**config.mk**
```make
export PLATFORM = sky130hd
export DESIGN_NAME = pipe_id
export DESIGN_NICKNAME = d
export VERILOG_FILES = /design/src/rtl/mips_pkg.sv /design/src/rtl/regfile_2r1w.sv /design/src/rtl/pipe_id.sv
export SDC_FILE = /design/constraint.sdc
export NUM_CORES = 2
export LEC_CHECK = 0
export CORE_MARGIN = 4
export CORE_UTILIZATION = 30
export DETAILED_ROUTE_END_ITERATION = 10
export GPL_TIMING_DRIVEN = 0
export MAX_ROUTING_LAYER = met4
export PLACE_DENSITY_LB_ADDON = 0.05
export SYNTH_ARGS = -nofsm -noshare
export SYNTH_HDL_FRONTEND = slang
export SYNTH_SLANG_ARGS = --single-unit
```
**constraint.sdc**
```tcl
create_clock -name CLK -period 40.9 [get_ports CLK]
set_input_delay 10.225 -clock CLK [delete_from_list [all_inputs] [get_ports CLK]]
set_output_delay 10.225 -clock CLK [all_outputs]
set_load 0.03 [all_outputs]
```
**src/rtl/mips_pkg.sv**
```systemverilog
// Shared MIPS opcode constants and small opcode-class helpers used by the ID stage.
package mips_pkg;

    localparam logic [5:0] OP_RTYPE = 6'h00;
    localparam logic [5:0] OP_J     = 6'h02;
    localparam logic [5:0] OP_JAL   = 6'h03;
    localparam logic [5:0] OP_BEQ   = 6'h04;
    localparam logic [5:0] OP_BNE   = 6'h05;
    localparam logic [5:0] OP_LW    = 6'h23;
    localparam logic [5:0] OP_SW    = 6'h2B;
    localparam logic [5:0] OP_ANDI  = 6'h0C;
    localparam logic [5:0] OP_ORI   = 6'h0D;
    localparam logic [5:0] OP_XORI  = 6'h0E;

    localparam logic [4:0] REG_RA   = 5'd31;

    // Instructions whose rt field is a source operand rather than a destination.
    function automatic logic reads_rt(input logic [5:0] op);
        return (op == OP_RTYPE) || (op == OP_BEQ) || (op == OP_BNE) || (op == OP_SW);
    endfunction

    function automatic logic zero_ext(input logic [5:0] op);
        return (op == OP_ANDI) || (op == OP_ORI) || (op == OP_XORI);
    endfunction

    function automatic logic writes_reg(input logic [5:0] op);
        return !((op == OP_BEQ) || (op == OP_BNE) || (op == OP_J) || (op == OP_SW));
    endfunction

endpackage

```
**src/rtl/regfile_2r1w.sv**
```systemverilog
// Register file: two combinational reads, one synchronous write, r0 hard-wired to zero.
// PIPE_ID_WB_BYPASS_EN forwards same-cycle write data onto matching reads.
module regfile_2r1w #(
    parameter int DATA_W = 32,
    parameter int NREGS  = 32,
    localparam int ADDR_W = $clog2(NREGS)
) (
    input  logic              CLK,
    input  logic              RST,
    input  logic              we,
    input  logic [ADDR_W-1:0] wadr,
    input  logic [DATA_W-1:0] wdata,
    input  logic [ADDR_W-1:0] radr1,
    input  logic [ADDR_W-1:0] radr2,
    output logic [DATA_W-1:0] rdata1,
    output logic [DATA_W-1:0] rdata2
);

    logic [DATA_W-1:0] rf_q [NREGS];

    genvar gi;
    generate
        for (gi = 0; gi < NREGS; gi++) begin : g_reg
            if (gi == 0) begin : g_zero
                assign rf_q[gi] = '0;
            end else begin : g_flop
                logic [DATA_W-1:0] q_reg;
                always_ff @(posedge CLK or posedge RST) begin
                    if (RST) begin
                        q_reg <= '0;
                    end else if (we && (wadr == ADDR_W'(gi))) begin
                        q_reg <= wdata;
                    end
                end
                assign rf_q[gi] = q_reg;
            end
        end
    endgenerate

    always_comb begin
        rdata1 = rf_q[radr1];
        rdata2 = rf_q[radr2];
`ifdef PIPE_ID_WB_BYPASS_EN
        // r0 is never forwarded: it has no storage and must always read zero.
        if (we && (wadr == radr1) && (radr1 != '0)) rdata1 = wdata;
        if (we && (wadr == radr2) && (radr2 != '0)) rdata2 = wdata;
`endif
    end

endmodule

```
**src/rtl/pipe_id.sv**
```systemverilog
// MIPS instruction-decode stage: decode, load-use hazard detection, ID/EX register, bubble counter.
// Define PIPE_ID_WB_BYPASS_EN to forward same-cycle write-back data into register reads.
module pipe_id
    import mips_pkg::*;
#(
    parameter int DATA_W = 32,
    parameter int NREGS  = 32,
    localparam int ADDR_W = $clog2(NREGS)
) (
    input  logic              CLK,
    input  logic              RST,
    input  logic              in_valid,
    output logic              in_ready,
    input  logic [31:0]       Ins,
    input  logic              wb_en,
    input  logic [ADDR_W-1:0] wb_adr,
    input  logic [DATA_W-1:0] wb_data,
    output logic              out_valid,
    input  logic              out_ready,
    output logic [DATA_W-1:0] out_rdata1,
    output logic [DATA_W-1:0] out_rdata2,
    output logic [DATA_W-1:0] out_ed,
    output logic [5:0]        out_op,
    output logic [ADDR_W-1:0] out_wadr,
    output logic              out_we,
    output logic [15:0]       stall_cnt
);

    logic [5:0]        op;
    logic [ADDR_W-1:0] rs_adr, rt_adr, rd_adr;
    logic [15:0]       imm;
    logic [DATA_W-1:0] rs_data, rt_data;
    logic [DATA_W-1:0] imm_sx, imm_zx, ed_next;
    logic [ADDR_W-1:0] wadr_next;
    logic              hazard, accept;

    assign op     = Ins[31:26];
    assign rs_adr = Ins[21 +: ADDR_W];
    assign rt_adr = Ins[16 +: ADDR_W];
    assign rd_adr = Ins[11 +: ADDR_W];
    assign imm    = Ins[15:0];

    regfile_2r1w #(
        .DATA_W (DATA_W),
        .NREGS  (NREGS)
    ) u_rf (
        .CLK    (CLK),
        .RST    (RST),
        .we     (wb_en),
        .wadr   (wb_adr),
        .wdata  (wb_data),
        .radr1  (rs_adr),
        .radr2  (rt_adr),
        .rdata1 (rs_data),
        .rdata2 (rt_data)
    );

    assign imm_sx = DATA_W'($signed(imm));
    assign imm_zx = DATA_W'(imm);

    always_comb begin
        ed_next = imm_sx;
        if (zero_ext(op)) ed_next = imm_zx;

        wadr_next = rt_adr;
        if (op == OP_JAL) begin
            wadr_next = REG_RA[ADDR_W-1:0];
        end else if (op == OP_RTYPE) begin
            wadr_next = rd_adr;
        end
    end

    // A load in ID/EX whose target feeds this instruction cannot be satisfied yet.
    assign hazard = in_valid && out_valid && (out_op == OP_LW) && (out_wadr != '0) &&
                    ((out_wadr == rs_adr) || ((out_wadr == rt_adr) && reads_rt(op)));

    assign in_ready = !RST && (!out_valid || out_ready) && !hazard;
    assign accept   = in_valid && in_ready;

    always_ff @(posedge CLK or posedge RST) begin
        if (RST) begin
            out_valid  <= 1'b0;
            out_rdata1 <= '0;
            out_rdata2 <= '0;
            out_ed     <= '0;
            out_op     <= '0;
            out_wadr   <= '0;
            out_we     <= 1'b0;
        end else if (accept) begin
            out_valid  <= 1'b1;
            out_rdata1 <= rs_data;
            out_rdata2 <= rt_data;
            out_ed     <= ed_next;
            out_op     <= op;
            out_wadr   <= wadr_next;
            out_we     <= writes_reg(op);
        end else if (out_ready) begin
            out_valid  <= 1'b0;
        end
    end

    // A hazard only turns into a bubble when EX drains the load this cycle.
    always_ff @(posedge CLK or posedge RST) begin
        if (RST) begin
            stall_cnt <= '0;
        end else if (hazard && out_ready && (stall_cnt != 16'hFFFF)) begin
            stall_cnt <= stall_cnt + 16'd1;
        end
    end

endmodule

```
[Word level (Yosys, flattened, before mapping)]
Index checks and enable logic that the tools add are counted.
W data, S select, Z words.
Cells by class
  add/subtract/negate cells: 1
  magnitude comparators: 2
  reduce and logical (&&, ||, !) cells: 58
  multiplexer cells: 11
  bitwise gates (word level): 2
  equal/unequal tests: 43
Operator list (number)
  $bmux W32 S5: 2
  $mux W32: 5
  $eq A5 B5 Y1 const B: 16
  $logic_and A1 B1 Y1: 41
  $eq A5 B4 Y1 const B: 8
  $eq A5 B3 Y1 const B: 4
  $eq A6 B4 Y1 const B: 3
  $add A16 B1 Y16 const B: 1
  $ne A16 B16 Y1 const B: 1
  $eq A6 B2 Y1 const B: 2
  $eq A6 B3 Y1 const B: 2
  $eq A6 B6 Y1 const B: 2
  $ge A6 B6 Y1 const B: 2
  $not A5 Y6: 2
  $eq A5 B2 Y1 const B: 2
  $eq A5 B5 Y1: 2
  $logic_or A1 B1 Y1: 10
  $mux W5: 2
  $logic_not A6 Y1: 1
  $eq A5 B1 Y1 const B: 1
  $reduce_bool A5 Y1: 1
  $logic_not A1 Y1: 4
  $mux W1: 2
  $reduce_bool A2 Y1: 1
Word-level totals
  bits of input ports: 74
  register bits: 1117

[Longest topological paths before layout]
  depth in word-level cells: 11
  mapped depth: 10
  gate-level depth less buffers: 6

[By module]
A second synthesis with hierarchy kept.
Second synthesis, totals
  cell total of the unflattened synthesis: 3976
  area total of the unflattened synthesis: 58222.1 um^2
By module, submodules not included
  regfile_2r1w: cells each 3636, times used 1, area an instance 53199.8 um^2
  pipe_id: cells each 340, times used 1, area an instance 5022.3 um^2

[Least setup slack after synthesis]
OpenSTA, ideal clock, no wires.
  path kind: input-to-output
  start: input Ins[31]
  end: output in_ready
  setup slack: 18917 ps
  data required time: 30675 ps
  buffers on the path: 1
  arrival: 11758 ps
  cell stages on the path: 5
  cells stage by stage: or4_1 a2111o_1 a21oi_4 buf_2 nor3_1
Between the ends
  cells in the longest elaborated chain, start to end: 9
  elaborated cells between the ends (all ways): 12
RTL lines
  start, declared: line pipe_id.sv:14  | input logic [31:0] Ins,
  $eq A6 B3 Y1 / $logic_not A6 Y1 (equally long branches): line mips_pkg.sv:19  | return (op == OP_RTYPE) || (op == OP_BEQ) || (op == OP_BNE) || (op == OP_SW);
  $logic_or A1 B1 Y1 (2 in series): line mips_pkg.sv:19
  $logic_or A1 B1 Y1 *: line mips_pkg.sv:19
  $logic_and A1 B1 Y1 *: line pipe_id.sv:75  | ((out_wadr == rs_adr) || ((out_wadr == rt_adr) && reads_rt(op)));
  $logic_or A1 B1 Y1 *: line pipe_id.sv:75
  $logic_and A1 B1 Y1 *: line pipe_id.sv:74  | assign hazard = in_valid && out_valid && (out_op == OP_LW) && (out_wadr != '0) &&
  $logic_not A1 Y1 *: line pipe_id.sv:77  | assign in_ready = !RST && (!out_valid || out_ready) && !hazard;
  $logic_and A1 B1 Y1 *: line pipe_id.sv:77
  end, declared: line pipe_id.sv:13  | output logic in_ready,
Mark *: on every way between the ends. The rest lies on a longest branch, timed or not.

[Worst setup path after layout]
  start: input Ins[26]
  end: output in_ready
Same word-level chain as after synthesis.

==> results.md <==
* Status: finished, violations left
* Failing checks: max-capacitance violations, max-slew violations
* # hold bufs at CTS at 0
* Endpoint class of the critical path: output pin
* Filler instances at between 15k and 20k
* WL final at approximately 250000 um
* Period utilisation layout at 0.573
* Data arrival, critical path at ~13 ns
* Post-route DRC at 0
* Hold Startpoint: out_rdata1[4]
* EDFF count, synth at 0
* Mean Syn Cell Area at between 10 and 15 um^2
* RR Startpoint: out_wadr[2]
* Dominant synthesized flop cell: dfrtp_1
* Cell taking the most area after synthesis: dfrtp_1
* FP Rows at 160
* PD cells at 51.4 nW/um^2
* Final setup viols at 0
* Post-synthesis mux area share at 0.408
* Post-synthesis cell type count at 44
* First-pass GRT wire length at approximately 350000 um
* GRT Total Usage at 0.258
* Commonest non-fill, non-tap cell in the layout: dfrtp_1
* Leak at 29.3 nW
* Layout cells sized above 1 at 0.390
* Kind of critical path: in -> out
* Max-slew violation count at 22
* F_max at around 43 MHz
* Number of global-route vias before repair at 41.0k
* Compound-cell area share of the yosys netlist at 0.0534
* Vias/cell at between 5 and 6
* Initial DRC count at 2606
* Setup Buffers After CTS at 0
* TritonCTS buffer count at 142
* Most frequent cells in the layout: dfrtp_1 (1102), mux2_2 (1030), mux2i_1 (387)
* Synthesized instance count at approximately 4.1k
* Peak supply drop at between 40 and 50 uV
* Cell Area, Synth at 57800 um^2
* Minimum clock period at 23.42 ns
* Worst-path clk slew at 0.05 ns
* Register area at 27600 um^2
* Hold Fails Final Rpt at 0
* Synth Area in Simple Gates at 0.0258
* MaxCap Viol Count at 3
* Nets@finish at around 4.5k
* H-tree Lvls at 4
* Asr flop ratio synth at 1.00
* Largest family of logic cells by synthesized area: multiplexers
* Clock skew at between 0.03 and 0.04 ns
* Critical path origin: Ins[26]
* DP HPWL at approximately 180000 um
* Via count at 38.8k
* Unrepaired setup endpoints after global routing: no
* Worst slew margin at -0.00994
* Layout Utilization at 0.358
* Top cells by area, synth: dfrtp_1 (48%), mux2_2 (20%), mux4_2 (13%)
* Placed cell areas at 63600 um^2
* Largest net degree at the start of global routing at 39
* Hold WC Path Type: reg -> reg
* Drt pass-1 iters at 5
* PostCTS Resize Cnt at 0
* Layout area overhead at 18.2%
* Sequential share of the synthesized area at 0.477
* XOR/XNOR share of the synthesized area at 0.00364
* Number of flip-flops in the largest register at just under 1k
* Global route overflow at 0
* Area of the multi-input gates at approximately 28000 um^2
* Root Driver: clkbuf_16
* Yosys warns at 0
* Die area at 200000 um^2
* CP Launch Type: primary input
* Number of port buffers at 194
* Die width at 447 um
* Synth top area share at 0.477
* # clock sinks at between 1k and 1.5k
* Final Wtd Congestion at ~0.86
* Non-Filler Instances at between 7k and 8k
* I/O pins at 200
* Post-synthesis register bit count at between 1k and 1.5k
* Clk buf depth at 3
* Synth Net Count at 4147
* Setup TNS at 0 ns
* Worst Path Required at slightly above 30 ns
* Antenna violation net count after detailed routing at 0
* Placed cell count at ~6.8k
* Clock latency on the worst-skew pair at 0.80 ns
* Hold slack final at about 0.5 ns
* Die Y at ~450 um
* CTS tree: yes
* Synth Area in Adders at 0.000216
* Worst Tran Pin Value at roughly 1.5 ns
* Design area at roughly 68000 um^2
* Core footprint at approximately 190000 um^2
* Initial antenna violation count at 6
* DR WL/cell at around 35 um
* Max Fanout on Critical Path at 10
* Initial Util at 0.303
==> routing by layer <==
layer / vias up / track usage / wire length [um]
li1: 16370 / - / -
met1: 21098 / 0.339 / 111000
met2: 978 / 0.406 / 117000
met3: 389 / 0.0329 / 9510
met4: 0 / 0.105 / 12000
met5: - / - / 0
==> report_power, final <==
part | leakage [nW] | total (W) | internal [W] | switching (W)
Clock | 2.31 | 0.00128 | 0.000761 | 0.000518
Combinational | 12.9 | 0.000773 | 0.000408 | 0.000365
Sequential | 14.1 | 0.00146 | 0.00131 | 0.000156
Total | 29.3 | 0.00351 | 0.00247 | 0.00104
==> critical path, stage by stage <==
cell and delay, ns:
clkdlybuf4s50_1 0.54, nor2b_1 0.20, or4_1 0.40, a2111o_1 0.45, a21oi_4 0.35, buf_2 0.32, nor3_1 0.08, clkdlybuf4s50_1 0.61
==> Yosys cell counts (all sizes together) (3+ instances only) <==
library cell,count
xnor2,19
nor2,81
a211oi,64
nand3,78
a221o,64
dfrtp,1102
nand4b,4
nand2b,6
xor2,5
mux2i,387
mux4,321
a21oi,4
and4,3
nand4,9
o211ai,126
nor2b,12
or3,4
nor3,10
mux2,1088
nand2,91
buf,161
clkbuf,279
and3,4
and2,4
a22oi,126
==> per-stage QoR <==
stage          setup WS, ns  total power [W]
2_1_floorplan         15.47          0.00197
3_3_place_gp           6.16          0.00224
3_5_place_dp          17.49          0.00226
4_1_cts               17.47          0.00356
5_1_grt               17.34          0.00367
6_report              17.48          0.00351
==> cells by family after synthesis <==
group                      count (synthesis)
AOI/OAI and AO/OA                        389
xor gates and xnor gates                  24
adders and majority gates                  1
buffers and inverters                    442
DFF                                     1102
muxes                                   1796
and+or+nand+nor                          318
==> path summary, 6_finish.rpt <==
path	to	slack, ns	depth (start not counted)
max	in_ready	17.48	8
min	out_rdata1[4]	0.50	1
max reg2reg	out_rdata1[18]	37.77	7
min reg2reg	out_rdata1[4]	0.50	1
max in group asynchronous	u_rf.g_reg[16].g_flop.q_reg[16]	28.53	10
min in group asynchronous	out_op[0]	9.96	2
==> final cells by class <==
type | instances | share of cell area
Multi-Input combinational cell | 2528 | 0.415
Timing Repair Buffer | 231 | 0.0390
Buffer | 440 | 0.0274
Antenna cell | 5 | 0.000183
Tap cell | 2511 | 0.0460
Clock inverter | 24 | 0.00328
Clock buffer | 227 | 0.0652
Inverter | 2 | 0.000165
Sequential cell | 1102 | 0.404
(Power assumes the default switching activity.)
